<file path="src/rtl/huffman_table_loader_if.sv">
// Pair stream and decode-table write bus shared by the header parser,
// the table loader and the stream decoder's table-write port.
interface huffman_table_loader_if #(
    parameter int WIDTH_OUT            = 8,
    parameter int MAX_CODE_LENGTH      = 9,
    parameter int LOG2_MAX_CODE_LENGTH = $clog2(MAX_CODE_LENGTH + 1)
) ();
    logic                            in_valid;
    logic                            in_ready;
    logic [WIDTH_OUT-1:0]            in_symbol;
    logic [LOG2_MAX_CODE_LENGTH-1:0] in_length;
    logic                            in_last;

    logic                            table_push;
    logic [MAX_CODE_LENGTH-1:0]      table_addr;
    logic [LOG2_MAX_CODE_LENGTH-1:0] table_code_width;
    logic [WIDTH_OUT-1:0]            table_data;

    // Environment side: offers pairs and observes table writes.
    modport master (
        output in_valid, in_symbol, in_length, in_last,
        input  in_ready, table_push, table_addr, table_code_width, table_data
    );

    // Loader side: consumes pairs and produces table writes.
    modport slave (
        input  in_valid, in_symbol, in_length, in_last,
        output in_ready, table_push, table_addr, table_code_width, table_data
    );
endinterface

</file>
<file path="src/rtl/huffman_table_loader.sv">
// Expands canonical (symbol, length) pairs into a left-aligned decode table,
// one table write per cycle, padding unused entries and flagging bad code sets.
module huffman_table_loader #(
    parameter int WIDTH_OUT            = 8,
    parameter int MAX_CODE_LENGTH      = 9,
    parameter int LOG2_MAX_CODE_LENGTH = $clog2(MAX_CODE_LENGTH + 1)
) (
    input  logic                  clk,
    input  logic                  rst,
    input  logic                  start,
    huffman_table_loader_if.slave bus,
    output logic                  busy,
    output logic                  done,
    output logic                  incomplete,
    output logic                  error
);
    localparam int AW = MAX_CODE_LENGTH;
    localparam int LW = LOG2_MAX_CODE_LENGTH;

    // FULL is the code-space size; next_addr reaching it means every entry is written.
    localparam logic [AW:0]   FULL     = {1'b1, {AW{1'b0}}};
    localparam logic [AW:0]   ONE      = {{AW{1'b0}}, 1'b1};
    localparam logic [AW-1:0] ADDR_ONE = {{(AW-1){1'b0}}, 1'b1};
    localparam logic [LW-1:0] MAX_LEN  = LW'(MAX_CODE_LENGTH);

    typedef enum logic [2:0] {
        IDLE,
        ACCEPT,
        WRITE,
        FILL,
        DONE,
        ERR
    } state_t;

    state_t        state;
    logic [AW:0]   next_addr;
    logic [AW:0]   wr_left;
    logic [LW-1:0] last_len;
    logic          last_q;
    logic          fill_active;

    logic [AW:0]   span_in;
    logic [AW:0]   end_in;

    // Entries covered by the offered pair and where its run would end.
    assign span_in = FULL >> bus.in_length;
    assign end_in  = next_addr + span_in;

    // Build sequencer; every output, including the table write port, is registered here.
    always_ff @(posedge clk or negedge rst) begin
        if (!rst) begin
            state                <= IDLE;
            next_addr            <= '0;
            wr_left              <= '0;
            last_len             <= '0;
            last_q               <= 1'b0;
            fill_active          <= 1'b0;
            busy                 <= 1'b0;
            done                 <= 1'b0;
            incomplete           <= 1'b0;
            error                <= 1'b0;
            bus.in_ready         <= 1'b0;
            bus.table_push       <= 1'b0;
            bus.table_addr       <= '0;
            bus.table_code_width <= '0;
            bus.table_data       <= '0;
        end else begin
            case (state)
                IDLE, DONE, ERR: begin
                    if (start) begin
                        state        <= ACCEPT;
                        busy         <= 1'b1;
                        bus.in_ready <= 1'b1;
                        done         <= 1'b0;
                        incomplete   <= 1'b0;
                        error        <= 1'b0;
                        next_addr    <= '0;
                        last_len     <= '0;
                        fill_active  <= 1'b0;
                    end
                end

                ACCEPT: begin
                    if (bus.in_valid) begin
                        if (bus.in_length == '0) begin
                            if (bus.in_last) begin
                                state        <= FILL;
                                bus.in_ready <= 1'b0;
                            end
                        end else if ((bus.in_length > MAX_LEN) ||
                                     (bus.in_length < last_len) ||
                                     (end_in > FULL)) begin
                            state        <= ERR;
                            busy         <= 1'b0;
                            bus.in_ready <= 1'b0;
                            error        <= 1'b1;
                        end else begin
                            state                <= WRITE;
                            bus.in_ready         <= 1'b0;
                            last_len             <= bus.in_length;
                            last_q               <= bus.in_last;
                            wr_left              <= span_in - ONE;
                            bus.table_push       <= 1'b1;
                            bus.table_addr       <= next_addr[AW-1:0];
                            bus.table_code_width <= bus.in_length;
                            bus.table_data       <= bus.in_symbol;
                        end
                    end
                end

                WRITE: begin
                    if (wr_left == '0) begin
                        bus.table_push <= 1'b0;
                        next_addr      <= {1'b0, bus.table_addr} + ONE;
                        if (last_q) begin
                            state <= FILL;
                        end else begin
                            state        <= ACCEPT;
                            bus.in_ready <= 1'b1;
                        end
                    end else begin
                        wr_left        <= wr_left - ONE;
                        bus.table_addr <= bus.table_addr + ADDR_ONE;
                    end
                end

                FILL: begin
                    if (next_addr == FULL) begin
                        state          <= DONE;
                        bus.table_push <= 1'b0;
                        busy           <= 1'b0;
                        done           <= 1'b1;
                        incomplete     <= fill_active;
                        fill_active    <= 1'b0;
                    end else begin
                        bus.table_push       <= 1'b1;
                        bus.table_addr       <= next_addr[AW-1:0];
                        bus.table_code_width <= '0;
                        bus.table_data       <= {WIDTH_OUT{1'b0}};
                        next_addr            <= next_addr + ONE;
                        fill_active          <= 1'b1;
                    end
                end

                default: begin
                    state <= IDLE;
                end
            endcase
        end
    end
endmodule

</file>
<file path="src/flat_wrapper.sv">
// flat-port wrapper written by rule: the top's interface ports become plain ports
module huffman_table_loader_flat 
#(
    parameter int WIDTH_OUT            = 8,
    parameter int MAX_CODE_LENGTH      = 9,
    parameter int LOG2_MAX_CODE_LENGTH = $clog2(MAX_CODE_LENGTH + 1)
)
  (clk, rst, start, busy, done, incomplete, error, bus_in_valid, bus_in_symbol, bus_in_length, bus_in_last, bus_in_ready, bus_table_push, bus_table_addr, bus_table_code_width, bus_table_data);
  huffman_table_loader_if #(.WIDTH_OUT(WIDTH_OUT), .MAX_CODE_LENGTH(MAX_CODE_LENGTH), .LOG2_MAX_CODE_LENGTH(LOG2_MAX_CODE_LENGTH)) bus_i ();
  input  logic clk;
  input  logic rst;
  input  logic start;
  output logic busy;
  output logic done;
  output logic incomplete;
  output logic error;
  input wire logic [$bits(bus_i.in_valid)-1:0] bus_in_valid;
  input wire logic [$bits(bus_i.in_symbol)-1:0] bus_in_symbol;
  input wire logic [$bits(bus_i.in_length)-1:0] bus_in_length;
  input wire logic [$bits(bus_i.in_last)-1:0] bus_in_last;
  output wire logic [$bits(bus_i.in_ready)-1:0] bus_in_ready;
  output wire logic [$bits(bus_i.table_push)-1:0] bus_table_push;
  output wire logic [$bits(bus_i.table_addr)-1:0] bus_table_addr;
  output wire logic [$bits(bus_i.table_code_width)-1:0] bus_table_code_width;
  output wire logic [$bits(bus_i.table_data)-1:0] bus_table_data;
  assign bus_i.in_valid = bus_in_valid;
  assign bus_i.in_symbol = bus_in_symbol;
  assign bus_i.in_length = bus_in_length;
  assign bus_i.in_last = bus_in_last;
  assign bus_in_ready = bus_i.in_ready;
  assign bus_table_push = bus_i.table_push;
  assign bus_table_addr = bus_i.table_addr;
  assign bus_table_code_width = bus_i.table_code_width;
  assign bus_table_data = bus_i.table_data;
  huffman_table_loader #(.WIDTH_OUT(WIDTH_OUT), .MAX_CODE_LENGTH(MAX_CODE_LENGTH), .LOG2_MAX_CODE_LENGTH(LOG2_MAX_CODE_LENGTH)) u_core (.clk(clk), .rst(rst), .start(start), .bus(bus_i), .busy(busy), .done(done), .incomplete(incomplete), .error(error));
endmodule
</file>
<file path="config.mk">
export PLATFORM = sky130hd
export DESIGN_NAME = huffman_table_loader_flat
export DESIGN_NICKNAME = d
export VERILOG_FILES = /design/src/rtl/huffman_table_loader_if.sv /design/src/rtl/huffman_table_loader.sv /design/src/flat_wrapper.sv
export SDC_FILE = /design/constraint.sdc
export NUM_CORES = 1
export LEC_CHECK = 0
export BUFFER_PORTS_ARGS = -buffer_cell sky130_fd_sc_hd__buf_4
export CAP_MARGIN = 15
export CORE_MARGIN = 2
export CORE_UTILIZATION = 50
export CTS_BUF_LIST = sky130_fd_sc_hd__clkbuf_8
export DETAILED_ROUTE_END_ITERATION = 12
export MAX_ROUTING_LAYER = met4
export PLACE_DENSITY = 0.7
export SKIP_CTS_REPAIR_TIMING = 1
export SYNTH_ARGS = -nofsm -noshare
export SYNTH_HDL_FRONTEND = slang
export SYNTH_SLANG_ARGS = --single-unit
</file>
<file path="constraint.sdc">
create_clock -name clk -period 4.4 [get_ports clk]
set_input_delay 0.66 -clock clk [delete_from_list [all_inputs] [get_ports clk]]
set_output_delay 0.66 -clock clk [all_outputs]
set_load 0.005 [all_outputs]
</file>
==> flow_summary.rst <==
.. list-table::
   :header-rows: 1

   * - Metric
     - Value
   * - Total Routing Usage GR
     - 0.268
   * - Hold Violations, Final
     - 0
   * - Type of origin of the critical path
     - input port
   * - Run status
     - finished, final reports clean
   * - First-pass GRT wire length
     - 18600 um
   * - Static Leakage
     - 0.00212 uW
   * - Combinational family with the most area after synthesis
     - compound AO/OA/AOI/OAI gates
   * - Worst R2R Path Depth
     - 12
   * - Total count of max-transition violations in the final report
     - 0
   * - Reg2Reg Launch Point
     - u_core.next_addr[0]$_DFFE_PN0P_
   * - Leftover overflow at the end of global routing
     - 0
   * - Average wire length per cell after detail routing
     - 18.1 um
   * - RePlAce Congestion
     - 0.885
   * - Number of antenna-violating nets in the routed design
     - 0
   * - Post-Layout Cell Count
     - 642
   * - DIE HEIGHT
     - 95.4 um
   * - Area share of the largest cell type after synthesis
     - 0.335
   * - Initial antenna violation count
     - 0
   * - Effective utilization at floorplan
     - 0.511
   * - Kind of end point of the critical path
     - flop
   * - Number of nets in the layout
     - 569
   * - Most repeated cell in the gate-level netlist after synthesis
     - sky130_fd_sc_hd__dfrtp_1
   * - Yosys warns
     - 0
   * - Signed area change from the synthesized netlist to the final layout
     - 11.0%
   * - Worst setup startpoint
     - bus_in_length[2]
   * - Number of buffers added on ports
     - 43
   * - Via count of the first global-routing pass
     - 3698
   * - Largest clock skew in the final design
     - 0.0113 ns
   * - Post-placement cell count
     - 634
   * - DRC violation count after routing
     - 0
   * - Synthesized-area fraction occupied by ao, oa, aoi and oai cells
     - 0.261
   * - Number of CTS-inserted buffers
     - 5
   * - Multiplexer share of the synthesized area
     - 0.0449
   * - Aggregate routed wire length
     - 11600 um
   * - DIE WIDTH
     - 95.4 um
   * - Share of the yosys chip area belonging to registers
     - 0.335
   * - IR Drop Worst-Case VDD
     - 0.308 mV
   * - Summed instance area of the synthesized netlist
     - 4180 um2
   * - Number of unique standard cell types used by synthesis
     - 69
   * - Starting DRC count in detailed routing
     - 317
   * - Most frequent cells after synthesis
     - 56 x sky130_fd_sc_hd__dfrtp_1, 50 x sky130_fd_sc_hd__nand2_1, 38 x sky130_fd_sc_hd__a21oi_1
   * - Highest metal used
     - met4
   * - Unrepaired setup endpoints after global routing
     - no
   * - Final setup violating endpoints
     - 0
   * - Number of instances in the synthesized netlist
     - 508
   * - Largest area contributor in the netlist
     - sky130_fd_sc_hd__dfrtp_1
   * - Mean instance size in the synthesized netlist
     - 8.23 um2
   * - Final cell area excluding filler cells
     - 4640 um2
   * - Number of enable flip-flop cells after synthesis
     - 0
   * - Max Cap Viol
     - 0
   * - Proportion of register bits with asynchronous set or reset after synthesis
     - 1.00
   * - Slew at the pin closest to its max-slew limit
     - 0.977 ns
   * - Top_reg_cell synth
     - sky130_fd_sc_hd__dfrtp_1
   * - Slew Limit Headroom
     - 0.346
   * - Clk Latency, worst-skew pair
     - 0.32 ns
   * - Largest net degree at the start of global routing
     - 57
   * - Arrival time reported for the critical path endpoint
     - 4.13 ns
   * - Required time reported for the critical path endpoint
     - 4.60 ns
   * - Cell area reported after detailed placement
     - 4550 um2
   * - IO Pins
     - 44
   * - Core Region
     - 8180 um2
   * - Die outline area
     - 9110 um2
   * - Post-Synth Adder-Cell Area
     - 0.0497
   * - Period minus WS final
     - 3.93 ns
   * - Antenna cells
     - 0
   * - CTS Sinks
     - 56
   * - Critical setup path kind
     - in2reg
   * - M1 wire length
     - 5080 um
   * - Via-to-Cell Ratio
     - 6.31
   * - Worst hold path class
     - in2async
   * - Vias
     - 4054
   * - TritonCTS clock tree
     - yes
   * - Synthesized flop and latch total
     - 56
   * - Portion of the clock cycle consumed by the worst path in the final layout
     - 0.893
   * - Length of routed met2 wiring
     - 5630 um
   * - Largest buffer count on any clock path
     - 2
   * - Total number of placement rows
     - 33
   * - Core Util, Final
     - 0.567
   * - Syn nets
     - 541
   * - Met3 routed wirelength
     - 735 um
   * - Power density relative to cell area
     - 641 nW/um2
   * - Detail Placement HPWL
     - 8280 um
   * - Maximum clock rate
     - 254 MHz
   * - Maximum fanout along the worst path
     - 10
   * - Final setup TNS
     - 0 ns
   * - Root Buffer Master
     - sky130_fd_sc_hd__clkbuf_8
   * - CTS H-tree lvls
     - 2
   * - Post-synthesis simple-gate area fraction
     - 0.220
   * - First-pass detailed-route iteration total
     - 5
   * - Register clock-pin slew on the reported worst setup and hold paths
     - 0.11 ns
   * - Xor and xnor area share after synthesis
     - 0.0251
   * - Cell types with the largest area share after synthesis
     - sky130_fd_sc_hd__dfrtp_1 34%, sky130_fd_sc_hd__a21oi_1 4.5%, sky130_fd_sc_hd__ha_1 4.5%
   * - Layout cells sized above 1
     - 0.142
## layout by cell type (no fill, tap or decap), types with 8 or more instances in the layout
master	netlist	routed
sky130_fd_sc_hd__dfrtp_1	56	56
sky130_fd_sc_hd__nand2_1	50	50
sky130_fd_sc_hd__buf_4	1	50
sky130_fd_sc_hd__a21oi_1	38	38
sky130_fd_sc_hd__nor2_1	35	35
sky130_fd_sc_hd__o21ai_0	35	35
sky130_fd_sc_hd__inv_1	33	34
sky130_fd_sc_hd__nand3_1	26	26
sky130_fd_sc_hd__mux2i_1	15	15
sky130_fd_sc_hd__o21ai_1	15	15
sky130_fd_sc_hd__ha_1	15	15
sky130_fd_sc_hd__a31oi_1	10	10
sky130_fd_sc_hd__nand2b_1	9	9
sky130_fd_sc_hd__nor3_1	8	8
sky130_fd_sc_hd__a41oi_1	8	8
sky130_fd_sc_hd__a22o_1	8	8
## flip-flops by register name, indices dropped and copies added (netlist names), 3 cells and up
signal	cells
u_core.last_len	4
u_core.next_addr	10
u_core.bus.table_code_width	4
u_core.bus.table_data	8
u_core.state	3
u_core.bus.table_addr	9
u_core.wr_left	10
## power breakdown
part / internal [uW] / switching [uW] / leakage (uW)
clock network: 112 / 186 / 0.0000497
registers: 736 / 293 / 0.000686
logic: 731 / 913 / 0.00138
## logic make-up after synthesis
family,after synthesis
simple gates,176
compound gates,167
buf+inv,63
flops,56
mux,18
fa+ha+maj,16
xor+xnor,12
## cell type report
| type | count | area (um2) |
|---|---|---|
| Fill cell | 746 | 3540 |
| Multi-Input combinational cell | 389 | 2520 |
| Sequential cell | 56 | 1400 |
| Timing Repair Buffer | 50 | 375 |
| Tap cell | 105 | 131 |
| Inverter | 34 | 128 |
| Clock buffer | 5 | 68.8 |
| Clock inverter | 3 | 17.5 |
## worst max-delay path, cell delays in order
cell,delay (ns)
sky130_fd_sc_hd__buf_4,0.15
sky130_fd_sc_hd__nand2b_1,0.19
sky130_fd_sc_hd__or3_1,0.38
sky130_fd_sc_hd__fa_1,0.44
sky130_fd_sc_hd__nand2b_1,0.19
sky130_fd_sc_hd__a211oi_2,0.26
sky130_fd_sc_hd__o21ai_0,0.19
sky130_fd_sc_hd__a2111oi_4,0.35
sky130_fd_sc_hd__a41oi_1,0.30
sky130_fd_sc_hd__o21ai_1,0.29
sky130_fd_sc_hd__buf_4,0.21
sky130_fd_sc_hd__and3_1,0.39
sky130_fd_sc_hd__o211ai_1,0.13
## metrics by stage
step | hold slack [ns] | worst slack [ns] | power (uW)
finish | 0.384 | 0.469 | 2970
global route | 0.453 | 0.170 | 3210
CTS | 0.423 | 0.518 | 2950
detailed placement | 0.477 | 0.228 | 2650
global placement | 0.469 | 0.374 | 2610
floorplan | 0.364 | 0.587 | 2100
## layer usage
metal / global-route usage / up-vias
li1: - / 1925
met1: 0.369 / 1964
met2: 0.420 / 145
met3: 0.0379 / 20
met4: 0.0690 / 0
met5: - / -
## final timing paths
kind                                                   endpoint  slack (ns)
setup / recovery           u_core.bus.table_addr[0]$_DFFE_PN0P_        0.47
hold reg to reg                   u_core.wr_left[9]$_DFFE_PN0P_        0.49
max in group asynchronous       u_core.next_addr[5]$_DFFE_PN0P_        3.52
min in group clk                  u_core.wr_left[9]$_DFFE_PN0P_        0.49
setup reg to reg           u_core.bus.table_addr[0]$_DFFE_PN0P_        0.83
hold / removal                    u_core.wr_left[2]$_DFFE_PN0P_        0.38
No activity file was read; power rests on OpenSTA's default activity.
